==> src/rtl/onets_rst_seq_if.sv <==
// Board reset sequencer bus: button and software requests in,
// PHY and core resets plus status out.
interface onets_rst_seq_if #(
  parameter int NUM_PHY = 4
);
  logic               btn_rst_n;
  logic               sw_rst_req;
  logic [NUM_PHY-1:0] phy_rst_n;
  logic               ext_rst;
  logic               core_ready;
  logic [1:0]         rst_cause;
  logic [7:0]         rst_count;

  modport master (
    output btn_rst_n,
    output sw_rst_req,
    input  phy_rst_n,
    input  ext_rst,
    input  core_ready,
    input  rst_cause,
    input  rst_count
  );

  modport slave (
    input  btn_rst_n,
    input  sw_rst_req,
    output phy_rst_n,
    output ext_rst,
    output core_ready,
    output rst_cause,
    output rst_count
  );
endinterface

==> src/rtl/onets_rst_seq.sv <==
// OneTSwitch board reset sequencer: debounced button, PHY reset
// pulse, PHY settle delay and core reset release with status.
module onets_rst_seq #(
  parameter int SYNC_STAGES       = 2,
  parameter int DEBOUNCE_CYCLES   = 1250000,
  parameter int PHY_RST_CYCLES    = 1250000,
  parameter int PHY_SETTLE_CYCLES = 6250000,
  parameter int CNT_W             = 24,
  parameter int NUM_PHY           = 4
) (
  input logic           clk,
  input logic           reset,
  onets_rst_seq_if.slave bus
);

  typedef enum logic [1:0] {
    HOLD,
    SETTLE,
    RUN
  } state_t;

  localparam logic [CNT_W-1:0] DEB_LAST =
    CNT_W'(DEBOUNCE_CYCLES - 1);
  localparam logic [CNT_W-1:0] RST_LAST =
    CNT_W'(PHY_RST_CYCLES - 1);
  localparam logic [CNT_W-1:0] SET_LAST =
    CNT_W'(PHY_SETTLE_CYCLES - 1);

  logic [SYNC_STAGES-1:0] sync;
  logic                   btn_sync;
  logic                   deb_lvl;
  logic                   deb_prev;
  logic [CNT_W-1:0]       deb_cnt;
  logic                   btn_press;
  logic                   btn_fall;

  state_t           state, state_nx;
  logic [CNT_W-1:0] cnt, cnt_nx;
  logic             req;

  logic [NUM_PHY-1:0] phy_q;
  logic               ext_q;
  logic               rdy_q;
  logic [1:0]         cause_q;
  logic [7:0]         count_q;

  assign btn_sync  = sync[SYNC_STAGES-1];
  assign btn_press = ~deb_lvl;
  assign btn_fall  = deb_prev & ~deb_lvl;

  always_ff @(posedge clk or posedge reset) begin
    if (reset) begin
      sync <= '1;
    end else begin
      sync <= {sync[SYNC_STAGES-2:0], bus.btn_rst_n};
    end
  end

  // Level flips only after DEBOUNCE_CYCLES consecutive mismatches
  always_ff @(posedge clk or posedge reset) begin
    if (reset) begin
      deb_lvl  <= 1'b1;
      deb_prev <= 1'b1;
      deb_cnt  <= '0;
    end else begin
      deb_prev <= deb_lvl;
      if (btn_sync != deb_lvl) begin
        if (deb_cnt == DEB_LAST) begin
          deb_lvl <= btn_sync;
          deb_cnt <= '0;
        end else begin
          deb_cnt <= deb_cnt + 1'b1;
        end
      end else begin
        deb_cnt <= '0;
      end
    end
  end

  always_ff @(posedge clk or posedge reset) begin
    if (reset) begin
      state <= HOLD;
      cnt   <= '0;
    end else begin
      state <= state_nx;
      cnt   <= cnt_nx;
    end
  end

  always_comb begin
    state_nx = state;
    cnt_nx   = cnt;
    req      = 1'b0;
    unique case (state)
      HOLD: begin
        if (bus.sw_rst_req || btn_press) begin
          cnt_nx = '0;
        end else if (cnt == RST_LAST) begin
          state_nx = SETTLE;
          cnt_nx   = '0;
        end else begin
          cnt_nx = cnt + 1'b1;
        end
      end
      SETTLE: begin
        if (btn_fall || bus.sw_rst_req) begin
          state_nx = HOLD;
          cnt_nx   = '0;
          req      = 1'b1;
        end else if (cnt == SET_LAST) begin
          state_nx = RUN;
          cnt_nx   = '0;
        end else begin
          cnt_nx = cnt + 1'b1;
        end
      end
      RUN: begin
        cnt_nx = '0;
        if (btn_fall || bus.sw_rst_req) begin
          state_nx = HOLD;
          req      = 1'b1;
        end
      end
      default: begin
        state_nx = HOLD;
        cnt_nx   = '0;
      end
    endcase
  end

  // Outputs follow the next state so they change on the same edge
  always_ff @(posedge clk or posedge reset) begin
    if (reset) begin
      phy_q   <= '0;
      ext_q   <= 1'b1;
      rdy_q   <= 1'b0;
      cause_q <= 2'b00;
      count_q <= 8'd0;
    end else begin
      phy_q <= {NUM_PHY{state_nx != HOLD}};
      ext_q <= (state_nx != RUN);
      rdy_q <= (state_nx == RUN);
      if (req) begin
        cause_q <= btn_fall ? 2'b01 : 2'b10;
        if (count_q != 8'hFF) begin
          count_q <= count_q + 8'd1;
        end
      end
    end
  end

  assign bus.phy_rst_n  = phy_q;
  assign bus.ext_rst    = ext_q;
  assign bus.core_ready = rdy_q;
  assign bus.rst_cause  = cause_q;
  assign bus.rst_count  = count_q;

endmodule

==> src/flat_wrapper.sv <==
// flat-port wrapper written by rule: the top's interface ports become plain ports
module onets_rst_seq_flat 
#(
  parameter int SYNC_STAGES       = 2,
  parameter int DEBOUNCE_CYCLES   = 1250000,
  parameter int PHY_RST_CYCLES    = 1250000,
  parameter int PHY_SETTLE_CYCLES = 6250000,
  parameter int CNT_W             = 24,
  parameter int NUM_PHY           = 4
)
  (clk, reset, bus_btn_rst_n, bus_sw_rst_req, bus_phy_rst_n, bus_ext_rst, bus_core_ready, bus_rst_cause, bus_rst_count);
  onets_rst_seq_if #(.NUM_PHY(NUM_PHY)) bus_i ();
  input logic clk;
  input logic reset;
  input wire logic [$bits(bus_i.btn_rst_n)-1:0] bus_btn_rst_n;
  input wire logic [$bits(bus_i.sw_rst_req)-1:0] bus_sw_rst_req;
  output wire logic [$bits(bus_i.phy_rst_n)-1:0] bus_phy_rst_n;
  output wire logic [$bits(bus_i.ext_rst)-1:0] bus_ext_rst;
  output wire logic [$bits(bus_i.core_ready)-1:0] bus_core_ready;
  output wire logic [$bits(bus_i.rst_cause)-1:0] bus_rst_cause;
  output wire logic [$bits(bus_i.rst_count)-1:0] bus_rst_count;
  assign bus_i.btn_rst_n = bus_btn_rst_n;
  assign bus_i.sw_rst_req = bus_sw_rst_req;
  assign bus_phy_rst_n = bus_i.phy_rst_n;
  assign bus_ext_rst = bus_i.ext_rst;
  assign bus_core_ready = bus_i.core_ready;
  assign bus_rst_cause = bus_i.rst_cause;
  assign bus_rst_count = bus_i.rst_count;
  onets_rst_seq #(.SYNC_STAGES(SYNC_STAGES), .DEBOUNCE_CYCLES(DEBOUNCE_CYCLES), .PHY_RST_CYCLES(PHY_RST_CYCLES), .PHY_SETTLE_CYCLES(PHY_SETTLE_CYCLES), .CNT_W(CNT_W), .NUM_PHY(NUM_PHY)) u_core (.clk(clk), .reset(reset), .bus(bus_i));
endmodule
==> config.mk <==
export PLATFORM = sky130hd
export DESIGN_NAME = onets_rst_seq_flat
export DESIGN_NICKNAME = d
export VERILOG_FILES = /design/src/rtl/onets_rst_seq_if.sv /design/src/rtl/onets_rst_seq.sv /design/src/flat_wrapper.sv
export SDC_FILE = /design/constraint.sdc
export NUM_CORES = 1
export LEC_CHECK = 0
export CAP_MARGIN = 20
export CORE_ASPECT_RATIO = 0.6
export CORE_MARGIN = 2
export CORE_UTILIZATION = 45
export DETAILED_ROUTE_END_ITERATION = 10
export PLACE_DENSITY = 0.74
export RECOVER_POWER = 100
export SYNTH_ARGS = -nofsm -noshare
export SYNTH_HDL_FRONTEND = slang
export SYNTH_SLANG_ARGS = --single-unit
export TNS_END_PERCENT = 20
==> constraint.sdc <==
create_clock -name clk -period 3.1 [get_ports clk]
set_input_delay 0.62 -clock clk [delete_from_list [all_inputs] [get_ports clk]]
set_output_delay 0.62 -clock clk [all_outputs]
set_load 0.01 [all_outputs]
Word-level counts from Yosys, hierarchy flattened. Index checks and enable logic that the tools add are counted.

Register bits after elaboration: 67. Input bits: 4. Output and inout port bits: 16. Logic and storage cells: 48.

$add $sub $neg: 3. Equality and inequality tests: 9. Mux-type cells: 16. Bitwise logic cells: 2. Reductions and logical operators: 7.

Operators with widths (number): 24-bit 2-to-1 mux (6); 24-bit by 1-bit adder with 24-bit output, second input constant (2); 24-bit by 21-bit equality test with 1-bit output, second input constant (2); 24-bit one-hot mux with 2 select lines (1); 24-bit by 23-bit equality test with 1-bit output, second input constant (1); 2-bit 2-to-1 mux (6); 8-bit by 1-bit adder with 8-bit output, second input constant (1); 8-bit != test, second input constant (1); 2-bit one-hot mux with 3 select lines (1); 2-bit equality test, second input constant (2); 2-bit AND reduction (2); 2-bit by 1-bit equality test with 1-bit output, second input constant (1); 2-bit logical NOT (1); 1-bit logical OR (2); 1-bit 2-to-1 mux (2); 2-bit != test, second input constant (1); 2-bit nonzero test (1); 2-bit OR reduction (1); 1-bit AND (1); 1-bit != test (1); 1-bit NOT (1).

Longest topological paths before layout. Gate-level depths: netlist of run 1.

Depth in word-level cells: 6. Depth in mapped cells: 7. Mapped depth without buffers: 7.

Worst setup path before layout of run 1. Ideal clock, no wire load.

Kind: flip-flop to flip-flop. From: register u_core.state[1]. To: register u_core.rdy_q, in the netlist u_core.bus.core_ready. Setup time: 0.066 ns. Data arrival time: 1.869 ns. Required time: 3.034 ns. Path slack: 1.165 ns. Cell stages (with the launch flop): 7. Buffers on the path: 0. Clock period less this slack: 1.935 ns. Cell sequence: dfrtp_1 > inv_1 > ha_1 > or3b_1 > or3_4 > a221oi_4 > and2_1.

Word-level cells in the longest chain between the ends: 4. Elaborated cells between the ends (all ways): 10. Classes of those cells: 3 x eq/ne; 6 x mux; 1 x reduce/logical.

RTL lines: start, declared (RTL line onets_rst_seq.sv:37) `state_t state, state_nx;`; start signal, assigned (RTL line onets_rst_seq.sv:85) `state <= state_nx;`; 2-bit 2-to-1 mux (on tied branches) (RTL line onets_rst_seq.sv:110, onets_rst_seq.sv:98); 2-bit 2-to-1 mux (on tied branches) (RTL line onets_rst_seq.sv:106, onets_rst_seq.sv:96); 2-bit one-hot mux with 3 select lines * (RTL line onets_rst_seq.sv:94) `unique case (state)`; net u_core.state_nx[1] (RTL line onets_rst_seq.sv:37); 2-bit equality test * (RTL line onets_rst_seq.sv:142) `rdy_q <= (state_nx == RUN);`; end signal, assigned (RTL line onets_rst_seq.sv:142); end, declared (RTL line onets_rst_seq.sv:43) `logic rdy_q;`.

Mark *: on every way through the listed nets, which the timed path passes. The rest lies on a longest branch. A chain may end at the register's enable or synchronous reset.

Worst setup path after layout of run 1.
From: input bus_sw_rst_req. To: register, netlist name u_core.bus.phy_rst_n[0].

Word-level cells in the longest chain between the ends: 4. Elaborated cells between the ends (all ways): 7. Classes of those cells: 4 x mux; 3 x reduce/logical.

RTL lines: start, declared (RTL line flat_wrapper.sv:16) `input wire logic [$bits(bus_i.sw_rst_req)-1:0] bus_sw_rst_req;`; 1-bit logical OR (on tied branches) (RTL line onets_rst_seq.sv:106, onets_rst_seq.sv:119, onets_rst_seq.sv:96); 2-bit 2-to-1 mux (on tied branches) (RTL line onets_rst_seq.sv:119, onets_rst_seq.sv:96, onets_rst_seq.sv:106); 2-bit one-hot mux with 3 select lines * (RTL line onets_rst_seq.sv:94); net u_core.state_nx[1] (RTL line onets_rst_seq.sv:37); 2-bit nonzero test * (RTL line onets_rst_seq.sv:140) `phy_q <= {NUM_PHY{state_nx != HOLD}};`.

Marks and branches as above.

==> results.yml, run 1 <==
cts:
  numCtsBuffers: 9
  clk_latency_ns: 0.33
  post-cts-setup-buffers: 0
  cts_resized: 0
  cts_buffer_depth: 2
  ctsHoldBuffers: 0
  cts_root_buf: "clkbuf_16"
  clock-sinks: 67
  htreeDepth: 3
  path_clk_slew_ns: 0.06
  cts_tree: "built"
detailed_routing:
  dr.pass1.iters: 4
  vias: 2363
  via_per_inst: 5.346
  routed_wl_um: 6608
  antenna_left: 0
  routedWlPerCell_um: 14.95
  drc: 0
  drtIter0Drc: 194
finish:
  drive_above_1_share_pct: 7.407
  layout_commonest_cell: "dfrtp_1"
  layout_common_cells: "dfrtp_1 (62), nor2_1 (57), xnor2_1 (33), nand2_1 (22), dlygate4sd3_1 (19)"
  nNetsFinal: 357
  multi_input_comb_area_mm2: 0.001476
  seq_area_mm2: 0.001683
  syn_to_final_growth_pct: 17.83
  fillCellCount: 628
  n_antenna_cell: 0
floorplan:
  core_mm2: 0.007177
  die_height_um: 70.32
  die-width_um: 114.5
  rows: 24
  initial_core_util_pct: 45.96
  die-area_mm2: 0.008053
  pin_count: 20
yosys:
  ys_warn_count: 0
  synth.cell_area_mm2: 0.003298
  synth_cell_types: 42
  ys_seq_area_share_pct: 51.02
  syn_inst: 326
  synth-edff-count: 0
  synth_flop_cell: "dfrtp_1"
  postSynth.asyncResetShare_pct: 100.0
  ys_ff_latch: 67
  syn_area_per_cell_um2: 10.12
  synth_fp_nets: 337
placement:
  routabilityCongestion: 0.8403
  io_buffers: 19
  hpwl_um: 4468
sta:
  slew_headroom_pct: 42.92
  max_freq_mhz: 392.7
  finalHoldViolations: 0
  final_max_slew_viol_count: 0
  setup_viol: 0
  finalSetupTns_ns: 0
  fin_skew_ns: 0.003856
  rsz0062_at_grt: "no"
  holdWs_ns: 0.3748
  period_minus_slack_ns: 2.547
  post-route-period-util_pct: 82.15
  tightest_slew_ns: 0.8553
grt:
  grt_pass1_wl_um: 11390
  first_global_vias: 2292
  grt_max_degree: 48
  grt_usage_pct: 18.53
  grt.overflow.total: 0
  antenna_found_initial: 0
run_status:
  status: "completed"
power:
  p_int_mw: 1.795
  power_frac_seq_pct: 41.3
  pwr-share-clk_pct: 51.8
  combPwrFrac_pct: 6.9
  p_per_area_mw_per_mm2: 590.9
  ir_drop_v: 0.0002733
  p_leak_nw: 1.598
  switching_power_mw: 0.5013
  netSwitchingFraction_pct: 21.83
worst_setup_path:
  required_ns: 3.36
  critical_path.top_delay_family: "simple AND/OR/NAND/NOR gates"
  critical_path.max_fanout: 6
  crit_buf_inv: 1
  cp_slowest_stage_delay_ns: 0.61
  end_kind: "register"
  cp.arrival_ns: 2.80
  crit_path_start_kind: "primary input"
  critPathSlowestCell: "dlygate4sd3_1"
  crit_chain: "dlygate4sd3_1 > or3b_1 > or3_2 > a221oi_1 > o21bai_1"
  critical_path_class: "in -> reg"
worst_hold_path:
  hold_class: "reg -> reg"
flow_run:
  cap_violations: 0
## flip-flops by register name, indices dropped and copies added, names as in the netlist
signal and count:
u_core.bus.core_ready 1, u_core.bus.ext_rst 1, u_core.bus.phy_rst_n 1, u_core.bus.rst_cause 2, u_core.bus.rst_count 8, u_core.cnt 24, u_core.deb_cnt 24, u_core.deb_lvl 1
u_core.deb_prev 1, u_core.state 2, u_core.sync 2
## routing by layer
layer	routed length (µm)	up-vias	track usage, %	part of all wire (%)
li1	-	1154	-	-
met1	3391	1141	27.01	51
met2	2750	58	25.77	42
met3	355	10	5.469	5.4
met4	112	0	7.317	1.7
met5	0	-	0	0
## final timing paths
kind	end	startpoint	cells after the start	slack [ns]
setup / recovery	u_core.bus.phy_rst_n[0]$_DFF_PP0_	bus_sw_rst_req	5	0.55
hold / removal	u_core.sync[1]$_DFF_PP1_	u_core.sync[0]$_DFF_PP1_	0	0.37
setup reg to reg	u_core.bus.phy_rst_n[0]$_DFF_PP0_	u_core.deb_lvl$_DFFE_PP1P_	5	0.73
hold reg to reg	u_core.sync[1]$_DFF_PP1_	u_core.sync[0]$_DFF_PP1_	0	0.37
max in group asynchronous	u_core.deb_prev$_DFF_PP1_	reset	3	1.41
min in group asynchronous	u_core.deb_cnt[1]$_DFF_PP0_	reset	2	0.90
## cells by family after synthesis
family                   synth area share [%]
adder cells (fa/ha/maj)                 2.655
multiplexers                           0.3414
AND/OR/NAND/NOR                         26.02
XOR/XNOR                                13.54
AO/OA/AOI/OAI                           3.187
flip-flops                              51.02
buffers and inverters                   3.225
## power by group through the flow
stage,combinational [mW],clock (mW),sequential (mW)
finish,0.158,1.19,0.949
CTS,0.177,1.22,0.951
global placement,0.169,0,0.963
detailed placement,0.175,0,0.966
floorplan,0.0772,0,0.972
global route,0.177,1.25,0.956
## cells in the mapped netlist (5+ instances only)
cell	n	area [µm²]
clkbuf_1	5	18.77
nand4_1	15	93.84
and3_1	7	43.79
xor2_1	18	157.7
nor3_1	9	45.04
nand3_1	16	80.08
nor2_1	57	214.0
inv_1	12	45.04
ha_1	7	87.58
nor4_1	11	68.82
dfstp_2	5	131.4
nand2_1	22	82.58
dfrtp_1	62	1551
xnor2_1	33	289.0
## cell type report
type | count | share of cell area (%)
flip-flops and latches | 67 | 43.30
multi-input cells | 235 | 37.99
clock buffers | 10 | 6.149
repair buffers | 21 | 5.602
well taps | 91 | 2.930
clock inverters | 6 | 2.865
inverters | 12 | 1.159
## per-stage QoR
step           total power [mW]  std cells  setup slack (ns)  utilization, %  instance area, µm²
2_1_floorplan             1.049        326            0.8051               -                3298
3_3_place_gp              1.132        426            0.6105           49.72                3568
3_5_place_dp              1.141        426            0.5592           49.72                3568
4_1_cts                   2.345        442            0.7491           54.60                3919
5_1_grt                   2.384        442            0.4645           54.15                3886
6_report                  2.296        442            0.5535           54.15                3886
Note: power is estimated with default switching activity, not from simulation.
==> run 2: changes to the inputs <==
Clock period 3.1 ns to 2.5 ns, I/O delays scaled along.
==> results.yml, run 2 (synthesis results as in run 1) <==
detailed_routing:
  via_per_inst: 5.330
  drtIter0Drc: 259
  drc: 0
  vias: 2372
  dr.pass1.iters: 4
  routedWlPerCell_um: 14.16
  routed_wl_um: 6301
  antenna_left: 0
cts:
  path_clk_slew_ns: 0.05
  cts_tree: "built"
  clk_latency_ns: 0.33
  htreeDepth: 3
  clock-sinks: 67
  cts_resized: 0
  numCtsBuffers: 9
  cts_buffer_depth: 2
  post-cts-setup-buffers: 0
  ctsHoldBuffers: 0
  cts_root_buf: "clkbuf_16"
floorplan:
  die-area_mm2: 0.008053
  core_mm2: 0.007177
  rows: 24
  die_height_um: 70.32
  initial_core_util_pct: 45.96
  die-width_um: 114.5
  pin_count: 20
worst_setup_path:
  required_ns: 2.76
  critical_path.max_fanout: 6
  crit_path_start_kind: "register"
  cp.arrival_ns: 2.43
  r2r_start: "u_core.deb_lvl$_DFFE_PP1P_"
  critical_path_class: "reg -> reg"
  rrSetupSlack_ns: 0.33
  timing.rr.end: "u_core.bus.core_ready$_DFF_PP0_"
  end_kind: "register"
  rr_worst_depth: 5
sta:
  setup_viol: 0
  finalSetupTns_ns: 0
  post-route-period-util_pct: 86.64
  period_minus_slack_ns: 2.166
  slew_headroom_pct: 43.84
  rsz0062_at_grt: "no"
  tightest_slew_ns: 0.8415
  max_freq_mhz: 461.7
  finalHoldViolations: 0
  fin_skew_ns: 0.002051
  holdWs_ns: 0.3597
  final_max_slew_viol_count: 0
grt:
  grt_usage_pct: 17.64
  grt_pass1_wl_um: 10930
  grt_max_degree: 27
  antenna_found_initial: 0
  grt.overflow.total: 0
  first_global_vias: 2258
power:
  p_leak_nw: 1.584
  ir_drop_v: 0.0003475
  p_per_area_mw_per_mm2: 675.8
worst_hold_path:
  hold_depth: 0
  worstHoldStart: "u_core.sync[0]$_DFF_PP1_"
  hold_class: "reg -> reg"
  whs_endpoint: "u_core.sync[1]$_DFF_PP1_"
placement:
  hpwl_um: 4471
  place_area_mm2: 0.003591
  routabilityCongestion: 0.8269
  io_buffers: 19
  dp_cells: 429
finish:
  fillCellCount: 626
  final_cells: 445
  layout_common_cells: "dfrtp_1 (62), nor2_1 (57), xnor2_1 (33), nand2_1 (22)"
  final_cell_area_mm2: 0.003856
  layout_commonest_cell: "dfrtp_1"
  n_antenna_cell: 0
  syn_to_final_growth_pct: 16.92
  nNetsFinal: 360
  drive_above_1_share_pct: 7.910
run_status:
  status: "completed"
flow_run:
  cap_violations: 0
## run 2: final cells by class
class	count	area, µm²	area share (%)
sequential	67	1683	43.64
clock buffer	11	242.7	6.295
inverter	12	45.04	1.168
clock inverter	5	52.55	1.363
timing repair buffer	24	222.7	5.775
multi-input combinational	235	1496	38.81
tap	91	113.9	2.953
## run 2: where the power goes
part	switching, mW	leakage [nW]	internal, mW
sequential	0.0450	0.907	1.13
clock	0.445	0.145	0.793
combinational	0.0987	0.532	0.0947
## run 2: worst max-delay path by stage
stage / startpoint / endpoint / depth (start not counted)
2_1_floorplan: reset / u_core.bus.core_ready$_DFF_PP0_ / 1
6_report: u_core.deb_lvl$_DFFE_PP1P_ / u_core.bus.core_ready$_DFF_PP0_ / 5
3_3_place_gp: bus_sw_rst_req / u_core.bus.core_ready$_DFF_PP0_ / 5
5_1_grt: u_core.deb_lvl$_DFFE_PP1P_ / u_core.bus.core_ready$_DFF_PP0_ / 5
4_1_cts: u_core.state[1]$_DFF_PP0_ / u_core.bus.phy_rst_n[0]$_DFF_PP0_ / 6
3_5_place_dp: bus_sw_rst_req / u_core.bus.phy_rst_n[0]$_DFF_PP0_ / 5
## run 2: worst max-delay path, cell delays in order (launching register included)
cell and delay (ns):
dfstp_1 0.63, nor2b_1 0.15, or3b_1 0.40, or3_1 0.43, a221oi_4 0.33, and2_0 0.17
## run 2: layer usage
layer | routed length [µm] | global-route usage (%) | part of all wire [%] | up-vias
li1 | - | - | - | 1158
met1 | 3272 | 26.52 | 52 | 1142
met2 | 2497 | 22.62 | 40 | 62
met3 | 429 | 6.771 | 6.8 | 10
met4 | 101 | 6.504 | 1.6 | 0
met5 | 0 | 0 | 0 | -
## run 2: per-stage QoR
step	setup slack (ns)	utilization, %	total power [mW]
finish	0.3340	53.73	2.606
global route	0.2141	53.73	2.717
CTS	0.3871	54.15	2.664
detailed placement	0.1835	50.03	1.413
global placement	0.2317	50.03	1.406
floorplan	0.3251	-	1.301
==> run 3: changes to the inputs <==
Settings changed: SLEW_MARGIN from default to 20.
==> results of run 3 <==
Final layout, timing and power as in run 2 (identical DEF).
==> RTL change 1 (settings of run 1) <==
`CNT_W` is set to 24 in 2 places; all go to 32.
--- a/src/rtl/onets_rst_seq.sv
+++ b/src/rtl/onets_rst_seq.sv
@@ -6,5 +6,5 @@
   parameter int PHY_RST_CYCLES    = 1250000,
   parameter int PHY_SETTLE_CYCLES = 6250000,
-  parameter int CNT_W             = 24,
+  parameter int CNT_W             = 32,
   parameter int NUM_PHY           = 4
 ) (
--- a/src/flat_wrapper.sv
+++ b/src/flat_wrapper.sv
@@ -6,5 +6,5 @@
   parameter int PHY_RST_CYCLES    = 1250000,
   parameter int PHY_SETTLE_CYCLES = 6250000,
-  parameter int CNT_W             = 24,
+  parameter int CNT_W             = 32,
   parameter int NUM_PHY           = 4
 )
Formal check against the unedited RTL: no difference found for any inputs over 10 cycles, from zero or initial values and one cycle with reset high; that may be too few to reach the edited logic, so the function may still have changed.
==> RTL change 1 against run 1 <==
- area after synthesis increased by 27%
- sequential cell count increased by 16
- total power decreased by 5.5%
- final area increased by 22%
- routed wire length increased by 22%
- largest cell class unchanged
- die area increased by 26%
- cell count increased by 28%
- worst hold slack got worse by 0.020 ns
- critical path type is now reg -> reg
- setup slack improved by 0.011 ns
- largest power group is now registers
==> RTL change 1: results (changes against run 1) <==
status complete, no violations (unchanged); Post-Place Cells 548 (was 426); top area cells in the synthesized netlist dfrtp_1 47%, xnor2_1 11%, nor2_1 6.4% (was dfrtp_1 47%, xnor2_1 8.8%, nor2_1 6.5%); Tcrit/Tclk final 81.8% (was 82.1%); Yosys cell types 43 (was 42); R2R depth 6 (was 5); layout cell share with drive strength beyond 1 6.03% (was 7.41%); Post-DP HPWL 5570 um (was 4470 um); internal power 1.74 mW (was 1.80 mW); XOR/XNOR Fraction of Synth Area 14.2% (was 13.5%); Post-Layout Cell Count 564 (was 442); clock skew 0.00758 ns (was 0.00386 ns); Starting Density 45.9% (was 46.0%); Mapped Cells 430 (was 326); Post-Route WL 8050 um (was 6610 um); Worst IR Drop VDD 0.291 mV (was 0.273 mV); worst r2r src u_core.cnt[4] (was u_core.deb_lvl); CP Class reg -> reg (was in -> reg); Post-Syn Nets 441 (was 337); WP data arrival 2.72 ns (was 2.80 ns); Pleak 1.88 nW (was 1.60 nW); register area share after synthesis 49.8% (was 51.0%); worst-path fanout max 32 (was 6); drt pass-1 iters 5 (was 4); nets 454 (was 357); post-synthesis adder-cell area fraction 2.09% (was 2.66%); largest net degree at the start of global routing 84 (was 48)
RTL change 1: cell types whose count changed in the layout (fill, tap and decap cells not counted), sizes merged, moves of 5 or more:
cell,delta
or4,+5
dfrtp,+16
clkbuf,+5
inv,+5
xnor2,+18
or3,-5
nor2,+16
nand3,+7
nor3,+12
nor4,+9
RTL change 1: kinds of logic after synthesis:
family	Yosys count
and+or+nand+nor	217
buffers and inverters	38
xor gates and xnor gates	68
muxes	2
DFF	83
adders and majority gates	7
AOI/OAI and AO/OA	15
RTL change 1: through the flow:
stage / hold WS (ns) / utilization, %
6_report: 0.355 / 52.0
5_1_grt: 0.363 / 52.0
4_1_cts: 0.356 / 52.1
3_5_place_dp: 0.347 / 48.9
3_3_place_gp: 0.348 / 48.9
2_1_floorplan: 0.345 / -
RTL change 1: final cells by class:
type	count	area share, %
Sequential cell	83	43.9
Timing Repair Buffer	21	4.53
Clock buffer	14	5.35
Inverter	19	1.53
Tap cell	116	3.06
Clock inverter	2	0.738
Multi-Input combinational cell	309	40.9
RTL change 1: critical path, cell delays in order (launching register included):
cell and delay (ns):
dfrtp_1 0.47, nor4_1 0.36, nand4_1 0.35, o31ai_1 0.41, o21a_1 0.17, clkbuf_2 0.51
nor2_1 0.13
RTL change 1: power groups by stage:
stage	registers, mW	clock network, mW	logic, mW
4_1_cts	1.09	1.07	0.0445
6_report	1.09	1.04	0.0414
5_1_grt	1.09	1.11	0.0483
3_5_place_dp	1.11	0	0.0446
3_3_place_gp	1.11	0	0.0433
2_1_floorplan	1.11	0	0.0286
RTL change 1: metal layers:
metal / GRT usage (%) / wire (um)
met1: 25.9 / 4200
met2: 23.8 / 3340
met3: 6.67 / 410
met4: 4.67 / 95
met5: 0 / 0
==> RTL change 2 (settings of run 1) <==
Made on the original files. Make the reset (`reset`) synchronous in 4 clocked blocks.
--- a/src/rtl/onets_rst_seq.sv
+++ b/src/rtl/onets_rst_seq.sv
@@ -49,5 +49,5 @@
   assign btn_fall  = deb_prev & ~deb_lvl;
 
-  always_ff @(posedge clk or posedge reset) begin
+  always_ff @(posedge clk) begin
     if (reset) begin
       sync <= '1;
@@ -58,5 +58,5 @@
 
   // Level flips only after DEBOUNCE_CYCLES consecutive mismatches
-  always_ff @(posedge clk or posedge reset) begin
+  always_ff @(posedge clk) begin
     if (reset) begin
       deb_lvl  <= 1'b1;
@@ -78,5 +78,5 @@
   end
 
-  always_ff @(posedge clk or posedge reset) begin
+  always_ff @(posedge clk) begin
     if (reset) begin
       state <= HOLD;
@@ -130,5 +130,5 @@
 
   // Outputs follow the next state so they change on the same edge
-  always_ff @(posedge clk or posedge reset) begin
+  always_ff @(posedge clk) begin
     if (reset) begin
       phy_q   <= '0;
Behaviour: same outputs for any inputs over 10 cycles, from zero or initial values and one cycle with reset high; that may be too few to reach the edited logic, so the function may still have changed.
==> RTL change 2 against run 1 <==
- final area down 10%
- routed wire length is 11% lower
- register-to-register slack improved by 0.06 ns
- sequential share of layout area decreased by 4.7 points
- cell count is 2.5% higher
- area after synthesis decreased by 8.3%
- critical endpoint is now u_core.bus.phy_rst_n[0]
- sequential cell count unchanged
- utilization down 1.4 points
- critical path type is now reg -> reg
- die area down 7.9%
- setup slack improved by 0.24 ns
- non-clock buffer count unchanged
Power is not compared: it rests on default switching activity, and its combinational part moved more than twofold at a synthesized area within 25%.
==> RTL change 2: results (changes against run 1) <==
setup bufs post-CTS 0 (unchanged); layout cell share with drive strength beyond 1 7.10% (was 7.41%); clock root cell clkbuf_8 (was clkbuf_16); post-synth top area share 44.3% (was 47.0%); register area share after synthesis 44.3% (was 51.0%); met2 wire length 2370 um (was 2750 um); dominant synthesized flop cell dfxtp_1 (was dfrtp_1); total number of vias 2330 (was 2363); WP data arrival 2.54 ns (was 2.80 ns); top area cells in the synthesized netlist dfxtp_1 44%, xnor2_1 8.7%, nor2_1 8.1% (was dfrtp_1 47%, xnor2_1 8.8%, nor2_1 6.5%); worst stage delay on the critical path 0.49 ns (was 0.61 ns); DR WL/cell 12.9 um (was 15.0 um); GRT Overall Usage 17.0% (was 18.5%); Routability Congestion 0.909 (was 0.840); Yosys cell types 45 (was 42); # port buffers 19 (unchanged); Worst IR Drop VDD 0.234 mV; Min-Delay Path Class reg -> reg (unchanged); filler instances 588 (was 628); clock skew 0.00808 ns (was 0.00386 ns); Antenna Cells 0 (unchanged); clock buffer depth 2 (unchanged); first-pass GRT wire length 9580 um (was 11400 um); Cell Area, Placed 3280 um2 (was 3570 um2); Yosys warning count 0 (unchanged); Pleak 1.19 nW; Layout area overhead 15.0% (was 17.8%); Post-Layout Cell Count 453 (was 442); Mapped Cells 341 (was 326); Post-DP HPWL 4240 um (was 4470 um); largest net degree at the start of global routing 25 (was 48); vias in the first global route 2018 (was 2292); antenna violations before repair 0 (unchanged); Synth async-reset ratio 0% (was 100%); met1 wire length 3100 um (was 3390 um); nets 372 (was 357); insertion delay to the later sink of the worst-skew pair 0.35 ns (was 0.33 ns); Inserted Clock Buffers 9 (unchanged); top layer used by detailed routing met4 (unchanged); Slew HR 46.3% (was 42.9%); CP max stage cell or4_1 (was dlygate4sd3_1); drt pass-1 iters 4 (unchanged); Met3 Routed Length 341 um (was 355 um); H-Tree Level Count 3 (unchanged); # DRC 0 (unchanged); Post-Place Cells 437 (was 426); Post-Syn Nets 352 (was 337); most frequent cells after synthesis 67 x dfxtp_1, 65 x nor2_1, 30 x xnor2_1 (was 62 x dfrtp_1, 57 x nor2_1, 33 x xnor2_1); status complete, no violations (unchanged); Worst path top cell family by delay simple AND/OR/NAND/NOR gates (unchanged); Die ar. 7420 um2 (was 8050 um2); Clk pin slew, worst setup/hold paths 0.07 ns; pre-CTS setup slack 0.619 ns (was 0.559 ns); Initial DRC Count 185 (was 194)
[RTL change 2: cell count changes in the layout (fill, tap and decap cells not counted), sizes merged, moves of 4 or more]
cell,change
dfrtp,-62
dfstp,-5
dfxtp,+67
nand2,-4
nor2,+8
nor4,-5
[RTL change 2: kinds of logic (layout without fill, tap and decap cells)]
| family | count (synthesis) | in the layout | share of synthesized area [%] |
|---|---|---|---|
| compound gates | 18 | 18 | 4.63 |
| xor+xnor | 51 | 51 | 14.8 |
| fa+ha+maj | 7 | 7 | 2.89 |
| buf+inv | 25 | 50 | 3.56 |
| flops | 67 | 67 | 44.3 |
| mux | 1 | 1 | 0.331 |
| simple gates | 172 | 172 | 29.5 |
[RTL change 2: cell type report]
type                            instances  area share, %
Tap cell                               87           3.13
Inverter                               13           1.40
Sequential cell                        67           38.6
Multi-Input combinational cell        249           44.9
Timing Repair Buffer                   21           5.79
Clock buffer                           10           3.67
Clock inverter                          6           2.59
[RTL change 2: path summary, 6_finish.rpt]
path | start | endpoint | slack (ns) | cells after the start
worst max-delay path | u_core.cnt[14] | u_core.bus.phy_rst_n[0] | 0.79 | 5
worst min-delay path | u_core.sync[0] | u_core.sync[1] | 0.41 | 1
worst max register to register | u_core.cnt[14] | u_core.bus.phy_rst_n[0] | 0.79 | 5
worst min register to register | u_core.sync[0] | u_core.sync[1] | 0.41 | 1
[RTL change 2: routing by layer]
| metal | vias up | track usage [%] |
|---|---|---|
| li1 | 1195 | - |
| met1 | 1080 | 24.0 |
| met2 | 51 | 23.5 |
| met3 | 4 | 6.37 |
| met4 | 0 | 6.17 |
| met5 | - | 0 |
[RTL change 2: report_power, final]
| part | switching, mW | internal (mW) |
|---|---|---|
| sequential | 0.00200 | 0.863 |
| clock | 0.340 | 0.454 |
| combinational | 0.0155 | 0.00872 |
